--- src/rtl/pipe_stage_reg_pkg.sv ---
// Shared defaults and state encoding for the pipe_stage_reg inter-stage register.
// Optional counters are enabled in the top by defining STAGE_PERF_EN.
package pipe_stage_reg_pkg;

  localparam int WIDTH     = 32;
  localparam int IR_W_DEF  = WIDTH;
  localparam int PC_W_DEF  = WIDTH - 2;
  localparam int CNT_W_DEF = 16;

  // ISA NOP encoding presented on out_ir whenever the stage holds nothing
  localparam logic [31:0] NOP_IR_DEF = 32'h0000_0000;

  // Encoded as {s_v, m_v}; ST_ILLEGAL (skid valid without main valid) is unreachable
  typedef enum logic [1:0] {
    ST_EMPTY   = 2'b00,
    ST_HOLD    = 2'b01,
    ST_ILLEGAL = 2'b10,
    ST_SKID    = 2'b11
  } stage_state_e;

  function automatic stage_state_e state_of(input logic m_v, input logic s_v);
    return stage_state_e'({s_v, m_v});
  endfunction

endpackage

--- src/rtl/pipe_stage_reg_entry.sv ---
// One data+valid register of the stage, used for both the main and the skid slot.
// Reset clears data and valid; clear drops only valid so the data stays stable.
module pipe_skid_entry #(
  parameter int W = 32
) (
  input  logic         clk,
  input  logic         rst,
  input  logic         load_i,
  input  logic         clr_i,
  input  logic [W-1:0] data_i,
  output logic         valid_o,
  output logic [W-1:0] data_o
);

  logic         valid_q;
  logic [W-1:0] data_q;

  always_ff @(posedge clk) begin
    if (rst) begin
      valid_q <= 1'b0;
      data_q  <= '0;
    end else if (clr_i) begin
      valid_q <= 1'b0;
    end else if (load_i) begin
      valid_q <= 1'b1;
      data_q  <= data_i;
    end
  end

  assign valid_o = valid_q;
  assign data_o  = data_q;

endmodule

--- src/rtl/pipe_stage_reg.sv ---
// Valid/ready pipeline register with a 2-entry skid buffer and synchronous flush.
// Define STAGE_PERF_EN to build the saturating stall/bubble counters.
module pipe_stage_reg
  import pipe_stage_reg_pkg::*;
#(
  parameter int               IR_W   = IR_W_DEF,
  parameter int               PC_W   = PC_W_DEF,
  parameter logic [IR_W-1:0]  NOP_IR = IR_W'(NOP_IR_DEF),
  parameter int               CNT_W  = CNT_W_DEF
) (
  input  logic             clk,
  input  logic             rst,
  input  logic             in_valid,
  output logic             in_ready,
  input  logic [IR_W-1:0]  in_ir,
  input  logic [PC_W-1:0]  in_pc,
  input  logic             flush,
  output logic             out_valid,
  input  logic             out_ready,
  output logic [IR_W-1:0]  out_ir,
  output logic [PC_W-1:0]  out_pc,
  output logic [CNT_W-1:0] stall_cnt,
  output logic [CNT_W-1:0] bubble_cnt
);

  localparam int E_W = IR_W + PC_W;

  logic           m_v, s_v;
  logic [E_W-1:0] m_data, s_data, m_data_d;
  logic           m_load, m_clr, s_load, s_clr, m_from_s;
  logic           in_ready_q, in_ready_d;
  logic           accept, drain;
  stage_state_e   st;

  assign st     = state_of(m_v, s_v);
  assign accept = in_valid & in_ready_q;
  assign drain  = m_v & out_ready;

  always_comb begin
    m_load   = 1'b0;
    m_clr    = 1'b0;
    s_load   = 1'b0;
    s_clr    = 1'b0;
    m_from_s = 1'b0;
    unique case (st)
      ST_EMPTY: m_load = accept;
      ST_HOLD: begin
        if (accept && drain)  m_load = 1'b1;
        else if (accept)      s_load = 1'b1;
        else if (drain)       m_clr  = 1'b1;
      end
      ST_SKID: begin
        // in_ready is low here, so only the skid entry can move forward
        if (drain) begin
          m_load   = 1'b1;
          m_from_s = 1'b1;
          s_clr    = 1'b1;
        end
      end
      default: begin
        m_clr = 1'b1;
        s_clr = 1'b1;
      end
    endcase
    // Flush wins: loads suppressed so out_pc keeps its last value
    if (flush) begin
      m_load   = 1'b0;
      s_load   = 1'b0;
      m_from_s = 1'b0;
      m_clr    = 1'b1;
      s_clr    = 1'b1;
    end
    m_data_d   = m_from_s ? s_data : {in_ir, in_pc};
    in_ready_d = !((s_v && !s_clr) || s_load);
  end

  pipe_skid_entry #(.W(E_W)) u_main (
    .clk     (clk),
    .rst     (rst),
    .load_i  (m_load),
    .clr_i   (m_clr),
    .data_i  (m_data_d),
    .valid_o (m_v),
    .data_o  (m_data)
  );

  pipe_skid_entry #(.W(E_W)) u_skid (
    .clk     (clk),
    .rst     (rst),
    .load_i  (s_load),
    .clr_i   (s_clr),
    .data_i  ({in_ir, in_pc}),
    .valid_o (s_v),
    .data_o  (s_data)
  );

  always_ff @(posedge clk) begin
    if (rst) in_ready_q <= 1'b1;
    else     in_ready_q <= in_ready_d;
  end

  assign in_ready  = in_ready_q;
  assign out_valid = m_v;
  assign out_ir    = m_v ? m_data[E_W-1 -: IR_W] : NOP_IR;
  assign out_pc    = m_data[PC_W-1:0];

`ifdef STAGE_PERF_EN
  logic [CNT_W-1:0] stall_cnt_q, bubble_cnt_q;

  // Flush deliberately leaves the counters alone; only reset clears them
  always_ff @(posedge clk) begin
    if (rst) begin
      stall_cnt_q  <= '0;
      bubble_cnt_q <= '0;
    end else begin
      if (m_v && !out_ready && (stall_cnt_q != '1))
        stall_cnt_q <= stall_cnt_q + CNT_W'(1);
      if (!m_v && out_ready && (bubble_cnt_q != '1))
        bubble_cnt_q <= bubble_cnt_q + CNT_W'(1);
    end
  end

  assign stall_cnt  = stall_cnt_q;
  assign bubble_cnt = bubble_cnt_q;
`else
  assign stall_cnt  = '0;
  assign bubble_cnt = '0;
`endif

endmodule

--- config.mk ---
export PLATFORM = sky130hd
export DESIGN_NAME = pipe_stage_reg
export DESIGN_NICKNAME = d
export VERILOG_FILES = /design/src/rtl/pipe_stage_reg_pkg.sv /design/src/rtl/pipe_stage_reg_entry.sv /design/src/rtl/pipe_stage_reg.sv
export SDC_FILE = /design/constraint.sdc
export NUM_CORES = 1
export LEC_CHECK = 0
export ABC_AREA = 0
export BUFFER_PORTS_ARGS = -buffer_cell sky130_fd_sc_hd__buf_2
export CAP_MARGIN = 25
export CORE_ASPECT_RATIO = 0.8
export CORE_MARGIN = 2
export CORE_UTILIZATION = 40
export CTS_BUF_LIST = sky130_fd_sc_hd__clkbuf_4
export CTS_CLUSTER_SIZE = 14
export DETAILED_ROUTE_END_ITERATION = 12
export PLACE_DENSITY = 0.67
export SYNTH_ARGS = -nofsm -noshare
export SYNTH_HDL_FRONTEND = slang
export SYNTH_HIERARCHICAL = 1
export SYNTH_SLANG_ARGS = --single-unit
--- constraint.sdc ---
create_clock -name clk -period 3.7 [get_ports clk]
set_input_delay 0.555 -clock clk [delete_from_list [all_inputs] [get_ports clk]]
set_output_delay 0.555 -clock clk [all_outputs]
set_load 0.01 [all_outputs]
==> results.tsv, run 1 <==
metric	value	unit
crit_required	4.11	ns
vias	5402	
antenna_found_initial	1	
rrSetupSlack	1.38	ns
status	completed	
overflow	0	
nFillCells	1950	
synth_seq_area_share	0.316	
cpPeakStageDelay	0.53	ns
critical-path-top-delay-family	buffers and inverters	
gp_congestion	0.714	
fmax	431	MHz
num-nets-final	882	
relSlewSlack	0.500	
fp.dieW	163	µm
ys_top_cells_by_area	dfxtp_1 (32%), nand4bb_1 (17%), o21ai_2 (13%)	
syn2layout_area_growth	7.91	%
htreeDepth	4	
dp.cells	1055	
multi_input_area	4710	µm²
period_minus_slack	2.32	ns
post_dp_cell_area	8370	µm²
cts_tree	yes	
tightest_slew	0.750	ns
regArea	2540	µm²
hold_viol	0	
io_buffers	130	
hold_buffers	0	
via_per_inst	4.97	
start_util	0.407	
cp_cell_sequence	inv_1 > ha_1 > nor2b_1 > a311o_2 > nor2b_4 > buf_4 > o21ai_0	
core_area	19800	µm²
arrival	2.73	ns
route.detailed.wl_per_inst	15.9	µm
crit_slowest_cell	buf_4	
cts_repair_resize_count	0	
first_iter_violations	278	
syn_inst	729	
synth_area_per_cell	11.0	µm²
async_flop_share	0	
cts.sinks	127	
final_cells	1088	
die_h	131	µm
drc	0	
critPathCaptureType	flop	
utilization	0.439	
grt_pass1_vias	5326	
p_leak	3.64	nW
fin_area	8690	µm²
cts_root_buffer	clkbuf_4	
postCtsSetupBuffers	0	
grt_max_degree	128	
synth_edf_count	0	
worstPathMaxFanout	36	
totalWireLength	17300	µm
rsz0062_at_grt	no	
max_cap_violations	0	
hpwl	10100	µm
drv_slew	0	
critical_path_class	reg -> reg	
start_kind	flop	
synth_flop_cell	dfxtp_1	
ys_types	29	
ys_warn_count	6	
rows	46	
boundaryPins	163	
ys_ff_latch	127	
clk_pin_slew	0.12	ns
clk_path_buf_depth	2	
drive_above_1_share	0.443	
cts_made_buffers	17	
p_per_area	327	nW/µm²
yosys.area.top_type	dfxtp_1	
netlist_area	8050	µm²
drtPass1Iterations	4	
vdd_drop_max	173	µV
period_share	0.627	
hp-class	in -> reg	
setup_viol	0	
yosysMostFrequentCell	dfxtp_1	
finClkSkew	0.0191	ns
tns	0	ns
worstPathBufferInverterCount	2	
ant_nets	0	
track_usage	0.165	
synth_common_cells	dfxtp_1 (127), nand2b_1 (124), nand4bb_1 (124)	
grt_pass1_wl	27900	µm
synth_top_area_share	0.316	
insertion_delay	0.54	ns
die_area	21300	µm²
## worst paths after layout
check	startpoint	end	depth (start not counted)
max reg2reg	u_main/valid_o	u_main/data_o[58]	7
min	in_ir[27]	u_skid/data_o[57]	3
min reg2reg	u_main/data_o[47]	u_main/data_o[47]	2
max	u_main/valid_o	u_main/data_o[58]	7
## cells in the final DEF, fill, tap and decap left out, types with 4 or more instances in the layout
cell type and instances:
bufinv_16 4, buf_4 9, dfxtp_1 127, buf_2 129, ha_1 5, clkbuf_4 17
mux2_4 60, o21ai_0 4, nand2b_1 124, o21ai_2 120, and2_1 29, conb_1 32
nand4bb_1 124
## layer usage
layer / global-route usage / share of wire
met1: 0.216 / 0.48
met2: 0.268 / 0.45
met3: 0.0461 / 0.056
met4: 0.0500 / 0.012
met5: 0 / 0.00075
## power breakdown
| group | switching (mW) | internal [mW] |
|---|---|---|
| clock network | 0.552 | 0.534 |
| registers | 0.0142 | 1.39 |
| logic | 0.174 | 0.176 |
| total | 0.741 | 2.10 |
## cell families after synthesis
group / after synthesis / synth area share
and+or+nand+nor: 293 / 0.308
AOI/OAI and AO/OA: 129 / 0.139
DFF: 127 / 0.316
buffers and inverters: 112 / 0.115
muxes: 62 / 0.115
adders and majority gates: 5 / 0.00777
other: 1 / 0.000466
## registers in the layout, summed over array words and instances (netlist names)
signal	cells
u_main/data_o	62
u_skid/data_o	62
in_ready	1
u_main/valid_o	1
u_skid/valid_o	1
## worst min-delay path: cells and delay by family
kind,cells,cell delay [ns]
AO/OA/AOI/OAI,1,0.05
buffers and inverters,1,0.11
AND/OR/NAND/NOR,1,0.10
## layout make-up
class / count / share of cell area
timing repair buffer: 141 / 0.0890
multi-input combinational: 521 / 0.542
antenna: 1 / 0.000288
tap: 264 / 0.0380
clock buffer: 17 / 0.0147
inverter: 2 / 0.000864
sequential: 127 / 0.293
clock inverter: 15 / 0.0222
## stage by stage
stage | total power [mW] | setup slack, ns | hold WS (ns)
final | 2.84 | 1.38 | 0.299
after global placement | 1.79 | 1.42 | 0.459
after global routing | 2.98 | 1.17 | 0.241
after floorplan | 1.73 | 1.44 | 0.445
after CTS | 2.89 | 1.34 | 0.235
after detailed placement | 1.79 | 1.36 | 0.460
Note: power is estimated with default switching activity, not from simulation.
==> inputs of run 2 (changes only) <==
Clock period 3.7 ns to 2.3 ns, I/O delays scaled along.
==> results.tsv, run 2 (synthesis results as in run 1) <==
metric	value	unit
status	completed	
period_share	0.928	
period_minus_slack	2.14	ns
drv_slew	0	
cp_cell_sequence	inv_1 > ha_1 > nor2b_1 > a311o_2 > nor2b_4 > buf_12 > o21ai_2	
hold_buffers	0	
setup_viol	0	
rrSetupSlack	0.16	ns
cts_tree	yes	
nFillCells	1927	
track_usage	0.163	
critical-path-top-delay-family	compound AO/OA/AOI/OAI gates	
final_common_cell	buf_2	
cts_root_buffer	clkbuf_4	
cts_repair_resize_count	0	
syn2layout_area_growth	8.87	%
cts.sinks	127	
insertion_delay	0.53	ns
drive_above_1_share	0.444	
max_cap_violations	0	
rsz0062_at_grt	no	
vias	5445	
finClkSkew	0.0154	ns
multi_input_area	4710	µm²
cts_made_buffers	17	
gp_congestion	0.729	
grt_pass1_wl	27500	µm
arrival	2.56	ns
crit_required	2.72	ns
hold_viol	0	
worstPathMaxFanout	34	
route.detailed.wl_per_inst	16.1	µm
ant_nets	0	
boundaryPins	163	
critical_path_class	reg -> reg	
io_buffers	130	
crit_slowest_cell	dfxtp_1	
overflow	0	
fp.dieW	163	µm
drtPass1Iterations	6	
via_per_inst	4.98	
htreeDepth	4	
start_util	0.407	
grt_max_degree	129	
hpwl	10700	µm
tns	0	ns
cpPeakStageDelay	0.47	ns
critPathCaptureType	flop	
die_area	21300	µm²
start_kind	flop	
layout_common_cells	buf_2 (129), dfxtp_1 (127), nand2b_1 (124), nand4bb_1 (124), o21ai_2 (120)	
p_leak	3.68	nW
fmax	468	MHz
grt_pass1_vias	5168	
first_iter_violations	309	
clk_pin_slew	0.11	ns
fin_hold_ws	0.0826	ns
regArea	2540	µm²
hp-class	in -> reg	
antenna_found_initial	2	
die_h	131	µm
core_area	19800	µm²
clk_path_buf_depth	2	
totalWireLength	17600	µm
postCtsSetupBuffers	0	
num-nets-final	888	
p_per_area	506	nW/µm²
vdd_drop_max	288	µV
drc	0	
rows	46	
worstPathBufferInverterCount	2	
## run 2: cell types whose count changed in the layout (fill, tap and decap cells not counted)
cell        previous run  this run
buf_12                 3         9
clkbuf_4              17        21
clkinv_1               2         4
clkinv_4               2         0
clkinvlp_4             2         0
inv_6                  2         0
bufinv_16              4         3
## run 2: power breakdown
| part | total [mW] | leakage, nW | internal (mW) | switching, mW |
|---|---|---|---|---|
| Combinational | 0.578 | 2.50 | 0.293 | 0.284 |
| Clock | 1.59 | 0.157 | 0.777 | 0.817 |
| Sequential | 2.27 | 1.03 | 2.24 | 0.0239 |
| Total | 4.44 | 3.68 | 3.31 | 1.13 |
## run 2: final timing paths
| path | cells past startpoint | startpoint | to |
|---|---|---|---|
| setup / recovery | 7 | u_main/valid_o | u_main/data_o[24] |
| hold reg to reg | 2 | u_main/data_o[56] | u_main/data_o[56] |
| hold / removal | 3 | in_ir[29] | u_skid/data_o[59] |
| setup reg to reg | 7 | u_main/valid_o | u_main/data_o[24] |
## run 2: cell type report
| cell class | instances | share of cell area |
|---|---|---|
| multi-input cells | 521 | 0.538 |
| flip-flops and latches | 127 | 0.290 |
| repair buffers | 147 | 0.102 |
| well taps | 264 | 0.0377 |
| clock buffers | 21 | 0.0180 |
| clock inverters | 10 | 0.0137 |
| inverters | 2 | 0.000856 |
| diodes | 1 | 0.000285 |
## run 2: worst reg2reg max path, stage by stage (launching register included)
cell     delay (ns)
dfxtp_1        0.47
inv_1          0.12
ha_1           0.31
nor2b_1        0.14
a311o_2        0.40
nor2b_4        0.18
buf_12         0.25
o21ai_2        0.17
## run 2: per-stage QoR
step / setup slack (ns) / area (µm²) / util / power (mW) / cells
global placement: 0.247 / 8490 / 0.429 / 2.89 / 1061
finish: 0.165 / 8770 / 0.443 / 4.44 / 1093
CTS: 0.166 / 8760 / 0.443 / 4.50 / 1092
floorplan: 0.0364 / 8170 / - / 2.78 / 760
global route: 0.0582 / 8760 / 0.443 / 4.63 / 1092
detailed placement: 0.186 / 8490 / 0.429 / 2.90 / 1061
## run 2: layer usage
layer  wire length, µm  global-route usage  part of all wire  up-vias
li1                  -                   -                 -     2725
met1              8610               0.218              0.49     2586
met2              7880               0.266              0.45      123
met3              1010              0.0480             0.057        9
met4               103              0.0281            0.0058        2
met5                13                   0           0.00074        -
